File: config.mk
export PLATFORM = sky130hd
export DESIGN_NAME = mem_bus_arbiter
export DESIGN_NICKNAME = d
export VERILOG_FILES = /design/src/rtl/mips_bus_pkg.sv /design/src/rtl/bus_timeout_counter.sv /design/src/rtl/mem_bus_arbiter.sv
export SDC_FILE = /design/constraint.sdc
export NUM_CORES = 1
export LEC_CHECK = 0
export ABC_AREA = 1
export CAP_MARGIN = 20
export CORE_AREA = 2 2 123 113
export CTS_BUF_LIST = sky130_fd_sc_hd__clkbuf_4
export DETAILED_ROUTE_END_ITERATION = 7
export DIE_AREA = 0 0 125 115
export GPL_ROUTABILITY_DRIVEN = 0
export PLACE_DENSITY = 0.93
export RECOVER_POWER = 25
export SETUP_SLACK_MARGIN = 0.3
export SYNTH_ARGS = -nofsm -noshare
export SYNTH_HDL_FRONTEND = slang
export SYNTH_SLANG_ARGS = --single-unit
File: constraint.sdc
create_clock -name clk -period 3.6 [get_ports clk]
set_input_delay 1.08 -clock clk [delete_from_list [all_inputs] [get_ports clk]]
set_output_delay 1.08 -clock clk [all_outputs]
set_load 0.05 [all_outputs]
File: src/rtl/mips_bus_pkg.sv
`default_nettype none
// +--------------------------------------------------------------------------+
// | Package    : mips_bus_pkg                                                |
// | Description: Shared types and constants for the unified memory bus.      |
// | Revision   : 1.0 - initial release                                       |
// +--------------------------------------------------------------------------+
package mips_bus_pkg;

  typedef enum logic [1:0] {
    IDLE  = 2'd0,
    BUS_I = 2'd1,
    BUS_D = 2'd2,
    DONE  = 2'd3
  } state_e;

  typedef enum logic {
    GRANT_INSTR = 1'b0,
    GRANT_DATA  = 1'b1
  } grant_e;

  localparam int                      BYTEEN_MAX_W = 64;
  localparam logic [BYTEEN_MAX_W-1:0] BYTEEN_ALL   = '1;

  // Round-robin between the two ports; a lone requester always wins.
  function automatic grant_e arb_pick(input logic   instr_pend,
                                      input logic   data_pend,
                                      input grant_e last);
    if (instr_pend && data_pend) begin
      return (last == GRANT_DATA) ? GRANT_INSTR : GRANT_DATA;
    end else if (data_pend) begin
      return GRANT_DATA;
    end else begin
      return GRANT_INSTR;
    end
  endfunction

endpackage
`default_nettype wire

File: src/rtl/bus_timeout_counter.sv
`default_nettype none
// +--------------------------------------------------------------------------+
// | Module     : bus_timeout_counter                                         |
// | Description: Saturating wait-cycle counter with a sticky overflow flag.  |
// | Revision   : 1.0 - initial release                                       |
// +--------------------------------------------------------------------------+
module bus_timeout_counter #(
  parameter int MAX = 255
) (
  input  logic clk,
  input  logic reset,
  input  logic clr_i,
  input  logic en_i,
  output logic flag_o
);

  localparam int             CW    = (MAX < 2) ? 1 : $clog2(MAX + 1);
  localparam logic [CW-1:0]  c_MAX = CW'(MAX);

  logic [CW-1:0] count_q, count_d;
  logic          flag_q,  flag_d;

  // MAX of zero turns the whole check off.
  always_comb begin
    count_d = count_q;
    if (clr_i) begin
      count_d = '0;
    end else if (en_i && (MAX != 0) && (count_q != c_MAX)) begin
      count_d = count_q + 1'b1;
    end
    flag_d = flag_q | ((MAX != 0) && (count_d == c_MAX));
  end

  always_ff @(posedge clk) begin
    if (reset) begin
      count_q <= '0;
      flag_q  <= 1'b0;
    end else begin
      count_q <= count_d;
      flag_q  <= flag_d;
    end
  end

  assign flag_o = flag_q;

endmodule
`default_nettype wire

File: src/rtl/mem_bus_arbiter.sv
`default_nettype none
// +--------------------------------------------------------------------------+
// | Module     : mem_bus_arbiter                                             |
// | Description: Merges fetch and data ports onto one waitrequest bus.       |
// | Revision   : 1.0 - initial release                                       |
// +--------------------------------------------------------------------------+
module mem_bus_arbiter
  import mips_bus_pkg::*;
#(
  parameter int ADDR_W  = 32,
  parameter int DATA_W  = 32,
  parameter int TIMEOUT = 255
) (
  input  logic                clk,
  input  logic                reset,
  input  logic                instr_req,
  input  logic [ADDR_W-1:0]   instr_addr,
  output logic [DATA_W-1:0]   instr_rdata,
  output logic                instr_valid,
  input  logic                data_read,
  input  logic                data_write,
  input  logic [ADDR_W-1:0]   data_addr,
  input  logic [DATA_W-1:0]   data_wdata,
  input  logic [DATA_W/8-1:0] data_byteenable,
  output logic [DATA_W-1:0]   data_rdata,
  output logic                data_valid,
  output logic [ADDR_W-1:0]   address,
  output logic                read,
  output logic                write,
  output logic [DATA_W-1:0]   writedata,
  output logic [DATA_W/8-1:0] byteenable,
  input  logic                waitrequest,
  input  logic [DATA_W-1:0]   readdata,
  output logic                stall,
  output logic                bus_error
);

  localparam int BE_W = DATA_W / 8;

  state_e state_q, state_d;
  grant_e last_grant_q, last_grant_d;
  grant_e w_pick;

  logic w_data_pend;
  logic w_grant_i, w_grant_d;
  logic w_complete, w_waiting;

  logic [ADDR_W-1:0] address_q;
  logic [DATA_W-1:0] writedata_q;
  logic [BE_W-1:0]   byteenable_q;
  logic              read_q, write_q;
  logic [DATA_W-1:0] instr_rdata_q, data_rdata_q;
  logic              instr_valid_q, data_valid_q;

  assign w_data_pend = data_read | data_write;

  always_ff @(posedge clk) begin
    if (reset) begin
      state_q <= IDLE;
    end else begin
      state_q <= state_d;
    end
  end

  always_comb begin
    state_d = state_q;
    case (state_q)
      IDLE: begin
        if (w_grant_d) begin
          state_d = BUS_D;
        end else if (w_grant_i) begin
          state_d = BUS_I;
        end
      end
      BUS_I, BUS_D: begin
        if (!waitrequest) begin
          state_d = DONE;
        end
      end
      DONE:    state_d = IDLE;
      default: state_d = IDLE;
    endcase
  end

  always_comb begin
    w_pick       = arb_pick(instr_req, w_data_pend, last_grant_q);
    w_grant_i    = 1'b0;
    w_grant_d    = 1'b0;
    w_complete   = 1'b0;
    w_waiting    = 1'b0;
    last_grant_d = last_grant_q;
    case (state_q)
      IDLE: begin
        if (instr_req || w_data_pend) begin
          if (w_pick == GRANT_DATA) begin
            w_grant_d = 1'b1;
          end else begin
            w_grant_i = 1'b1;
          end
        end
      end
      BUS_I: begin
        w_complete = !waitrequest;
        w_waiting  = waitrequest;
        if (!waitrequest) begin
          last_grant_d = GRANT_INSTR;
        end
      end
      BUS_D: begin
        w_complete = !waitrequest;
        w_waiting  = waitrequest;
        if (!waitrequest) begin
          last_grant_d = GRANT_DATA;
        end
      end
      default: begin
      end
    endcase
  end

  // A simultaneous load and store is issued as a store only.
  always_ff @(posedge clk) begin
    if (reset) begin
      last_grant_q  <= GRANT_INSTR;
      address_q     <= '0;
      writedata_q   <= '0;
      byteenable_q  <= '0;
      read_q        <= 1'b0;
      write_q       <= 1'b0;
      instr_rdata_q <= '0;
      data_rdata_q  <= '0;
      instr_valid_q <= 1'b0;
      data_valid_q  <= 1'b0;
    end else begin
      last_grant_q  <= last_grant_d;
      instr_valid_q <= w_complete && (state_q == BUS_I);
      data_valid_q  <= w_complete && (state_q == BUS_D);
      if (w_grant_i) begin
        address_q    <= instr_addr;
        byteenable_q <= BYTEEN_ALL[BE_W-1:0];
        read_q       <= 1'b1;
        write_q      <= 1'b0;
      end else if (w_grant_d) begin
        address_q    <= data_addr;
        writedata_q  <= data_wdata;
        byteenable_q <= data_byteenable;
        read_q       <= data_read & ~data_write;
        write_q      <= data_write;
      end else if (w_complete) begin
        read_q  <= 1'b0;
        write_q <= 1'b0;
      end
      if (w_complete && read_q) begin
        if (state_q == BUS_I) begin
          instr_rdata_q <= readdata;
        end else begin
          data_rdata_q <= readdata;
        end
      end
    end
  end

  bus_timeout_counter #(
    .MAX (TIMEOUT)
  ) u_timeout (
    .clk    (clk),
    .reset  (reset),
    .clr_i  (w_complete),
    .en_i   (w_waiting),
    .flag_o (bus_error)
  );

  assign address     = address_q;
  assign read        = read_q;
  assign write       = write_q;
  assign writedata   = writedata_q;
  assign byteenable  = byteenable_q;
  assign instr_rdata = instr_rdata_q;
  assign data_rdata  = data_rdata_q;
  assign instr_valid = instr_valid_q;
  assign data_valid  = data_valid_q;
  assign stall       = (instr_req & ~instr_valid_q) | (w_data_pend & ~data_valid_q);

endmodule
`default_nettype wire

; Yosys cells after proc, flatten, opt, wreduce, memory -nomap -nowiden
; Index checks and enable logic that the tools add are counted.
[totals]
wordCells = 81
output_inout_bits = 138
register_bits = 148
latch_bits = 0
mem_count = 0
romBits = 0
ramBits = 0
[op_classes]
muxes = 28
n_mul = 0
reduce_logical = 19
bitwise = 11
n_div = 0
magnitude_cmp = 0
shift = 0
n_eq_ne = 9
add_sub_neg = 1
[op_table]
columns = operator, count
row1 = 2-to-1 mux 32 bit, 2
row2 = 2-to-1 mux 1 bit, 17
row3 = 2-to-1 mux 8 bit, 2
row4 = adder 8 x 1 -> 8 bit (second input constant), 1
row5 = equality test 8 bit (second input constant), 1
row6 = 2-to-1 mux 4 bit, 2
row7 = inequality test 8 bit (second input constant), 1
row8 = AND reduction 2 bit, 4
row9 = 2-to-1 mux 2 bit, 3
row10 = inequality test 2 bit (second input constant), 3
row11 = case mux 2 bit (3 select lines), 1
row12 = nonzero test 2 bit, 3
row13 = logical AND 1 bit, 5
row14 = NOT 1 bit, 5
row15 = equality test 2 bit (second input constant), 2
row16 = OR reduction 2 bit, 2
row17 = AND 1 bit, 3
row18 = inequality test 3 bit (second input constant), 1
row19 = bitwise OR 1 bit, 3
row20 = AND reduction 3 bit, 1
row21 = nonzero test 3 bit, 1
row22 = equality test 2 x 1 -> 1 bit (second input constant), 1
row23 = logical NOT 2 bit, 1
row24 = case mux 1 bit (2 select lines), 1
row25 = other kinds (2), 2

; Depth between registers and ports, before layout
; Gate-level depths: netlist (run 1).
[logic_depth]
ltp_word = 9
mapped_depth = 12

; By module
; Synthesis (run 1) repeated with hierarchy kept, for this count alone.
[unflattened]
cells_unflattened = 841
area_unflattened_um2 = 6000.8
[by_module_without_submodules]
columns = mod, cells_each, area_per_inst_um2, instances
row1 = mem_bus_arbiter, 756, 5471.5, 1
row2 = bus_timeout_counter, 85, 529.3, 1

; Worst setup path before layout (run 1)
; No wires, ideal clock.
[synth_path]
path_type = input to output
start = input data_read
end = output stall
path_slack_ns = 0.631
t_required_ns = 2.520
arrival_ns = 1.889
stages = 2
cell_sequence = nor2_2 o22ai_1
[synth_between]
elab_chain_len = 3
[synth_lines]
columns = item, line_no
row1 = from (decl), mem_bus_arbiter.sv:20  ; input logic data_read,
row2 = bitwise OR 1 bit, mem_bus_arbiter.sv:55  ; assign w_data_pend = data_read | data_write;
row3 = AND 1 bit, mem_bus_arbiter.sv:182  ; assign stall = (instr_req & ~instr_valid_q) | (w_data_pend & ~data_valid_q);
row4 = bitwise OR 1 bit, mem_bus_arbiter.sv:182
row5 = to (decl), mem_bus_arbiter.sv:34  ; output logic stall,
; Every way passes these cells.

; Worst setup path after layout (run 1)
[layout_path]
start = input data_write
end = output stall
[layout_between]
elab_chain_len = 3
[layout_lines]
columns = item, line_no
row1 = from (decl), mem_bus_arbiter.sv:21  ; input logic data_write,
row2 = bitwise OR 1 bit, mem_bus_arbiter.sv:55
row3 = AND 1 bit, mem_bus_arbiter.sv:182
row4 = bitwise OR 1 bit, mem_bus_arbiter.sv:182
; Every way passes these cells.

==> metrics.txt, run 1 <==
n_diodes 0; Net Sw Power 3.050 mW; final antenna-violating net count 0; DP HPWL 12680 µm; hold buffers post-CTS 0; Worst Path Required 2520 ps; Comb pwr share 50.1%; die area 14380 µm²; area of the core 13110 µm²; Area Overhead vs Synth 53.48%; clock power share 15.6%; first-pass GRT wire length 28230 µm; setup_tns 0 ps; Final Hold Fails 0; Seq pwr share 34.3%; Distinct cells, synth 30; failing checks capacitance limit, slew limit; DRC violations left 0; clk sinks 148; Ports 276; final net count 1158; Syn Inst Count 760; vias in the first global route 5640; Post-Syn Area 5791 µm²; post-DR wirelength/cell 15.02 µm; Cells after DPL 1164; commonest non-fill, non-tap cell in the layout clkdlybuf4s50_1; critical path launch point type input port; Max clock buf depth 2; commonest cells after routing, fill and taps aside clkdlybuf4s50_1 (271), nor2_1 (156), dfxtp_1 (148); reg-to-reg setup timing slack 1270 ps; LEAKAGE 3.430 nW; share of post-route cells with drive strength above 1 5.545%; Global Route Usage Sum 24.33%; drt pass-1 iters 8; Worst Slack Setup Final 249.1 ps; RSZ-0062 raised after global routing no; Via density 5.100; IO Port Bufs 275; post-synthesis area per instance 7.619 µm²; initial core utilization 44.16%; Crit. End Element output port; critical path type input port to output port; switching portion of total power 46.54%; die height 115 µm; Resized Gates After CTS 0; largest net degree at the start of global routing 131; GRT overflow 0; slew at the pin closest to its max-slew limit 1563 ps; Internal 3.503 mW; Peak VDD IR 0.5501 mV; achievable frequency 298.4 MHz; maxcap violations 1; Slew headroom -4.199%; crit path max fanout 3; syn_nets 903; fin cells 1196; CTS Root Cell clkbuf_4; max-slew violations 33; Synthesis Warnings 0; TritonCTS Buffers 17; power density of the placed cells 737.4 nW/µm²; CTS H-tree depth 4; period utilisation layout 93.08%; row count 40; setup violators final 0; worst-skew pair later-pin latency 560 ps; CTS tree yes; Worst Skew 16.97 ps; Worst Path Arrival 2270 ps; Period minus WS final 3351 ps; initial antenna violation count 0; Hold WC Path Type register to register; detailed-route via count 6100; clock slew at reported path FFs 110 ps; DRT iter0 DRCs 521; postcts setup bufs 0; status complete, but fails checks; Die W 125 µm; Seq cells post-synth 148; drt total wl 17960 µm; sequential-to-total area share from yosys stat 51.17%; Setup WS pre-CTS 391.1 ps
[worst max-delay path, stage by stage]
cell and delay (ps):
dlygate4sd3_1 560, nor2_1 270, o22ai_1 170, buf_12 180
[registers in the layout (all words and copies together), names as in the netlist, 2 cells and up]
name	cells
address	32
byteenable	4
data_rdata	32
instr_rdata	32
state_q	2
u_timeout.count_q	8
writedata	32
[power by group through the flow]
stage / combinational, mW / sequential, mW / clock [mW]
3_5_place_dp: 3.29 / 2.27 / 0
5_1_grt: 3.47 / 2.29 / 1.13
6_report: 3.28 / 2.25 / 1.03
2_1_floorplan: 0.828 / 3.58 / 0
3_3_place_gp: 3.26 / 2.25 / 0
4_1_cts: 3.31 / 2.24 / 1.05
[path summary, 6_finish.rpt]
kind                                start                            to  depth (start not counted)
max                            data_write                         stall                          4
min          instr_rdata[15]$_SDFFE_PP0P_  instr_rdata[15]$_SDFFE_PP0P_                          2
max reg2reg     last_grant_q$_SDFFE_PP0P_      address[10]$_SDFFE_PP0P_                          7
min reg2reg  instr_rdata[15]$_SDFFE_PP0P_  instr_rdata[15]$_SDFFE_PP0P_                          2
[logic make-up (layout without fill, tap and decap cells)]
family / Yosys count / in the layout / synth area share, %
AND/OR/NAND/NOR: 278 / 278 / 19.64
AO/OA/AOI/OAI: 219 / 219 / 20.07
flip-flops: 148 / 148 / 51.17
buffers and inverters: 109 / 377 / 7.887
adder cells (fa/ha/maj): 5 / 5 / 1.080
XOR/XNOR: 1 / 1 / 0.1513
[synthesized netlist by cell type]
| library cell | count | area [µm²] |
|---|---|---|
| buf_2 | 17 | 85.08 |
| nand2_4 | 3 | 33.78 |
| buf_1 | 3 | 11.26 |
| a21oi_1 | 65 | 325.3 |
| buf_4 | 1 | 7.510 |
| buf_6 | 3 | 33.78 |
| clkbuf_1 | 26 | 97.59 |
| nor2_1 | 154 | 578.1 |
| nand2_1 | 88 | 330.3 |
| o22ai_1 | 1 | 6.260 |
| nand3_2 | 1 | 10.01 |
| inv_1 | 56 | 210.2 |
| or2_1 | 1 | 6.260 |
| nor2_4 | 2 | 22.52 |
| nand2_2 | 4 | 25.02 |
| inv_2 | 3 | 11.26 |
| dfxtp_1 | 148 | 2963 |
| o221a_2 | 4 | 45.04 |
| a21oi_2 | 1 | 8.760 |
| nand3_1 | 16 | 80.08 |
| a31oi_1 | 16 | 100.1 |
| nor2_2 | 3 | 18.77 |
| xor2_1 | 1 | 8.760 |
| o31ai_1 | 1 | 7.510 |
| a21oi_4 | 1 | 16.27 |
| o21ai_0 | 129 | 645.6 |
| nand4_1 | 2 | 12.51 |
| ha_1 | 5 | 62.56 |
| nor3_1 | 4 | 20.02 |
| a22oi_1 | 1 | 7.510 |
[routing by layer]
layer | vias up | share of wire [%] | GRT usage (%) | wire (µm)
li1 | 2992 | - | - | -
met1 | 2789 | 41 | 29.26 | 7390
met2 | 286 | 47 | 40.83 | 8513
met3 | 33 | 9.0 | 8.329 | 1624
met4 | 0 | 2.4 | 8.963 | 432
met5 | - | 0 | 0 | 0
[layout make-up]
cell class                      count  area (µm²)
Tap cell                          168       210.2
Fill cell                        1009        4225
Multi-Input combinational cell    503        2359
Clock inverter                     13       135.1
Clock buffer                       19       142.6
Sequential cell                   148        2963
Inverter                           59       221.5
Timing Repair Buffer              286        2856
[per-stage QoR]
step	power (mW)	hold slack, ps	area, µm²	util (%)
after global placement	5.511	430.9	8636	65.86
final	6.553	449.3	8887	67.78
after CTS	6.599	454.1	8914	67.98
after global routing	6.890	469.3	8887	67.78
after detailed placement	5.562	435.3	8636	65.86
after floorplan	4.411	462.1	5791	-
Note: power is estimated with default switching activity, not from simulation.
==> inputs of run 2 (changes only) <==
- CAP_MARGIN: 20 -> 40
==> results of run 2 <==
Same layout as run 1: the final DEF is identical, and so are final timing and power.
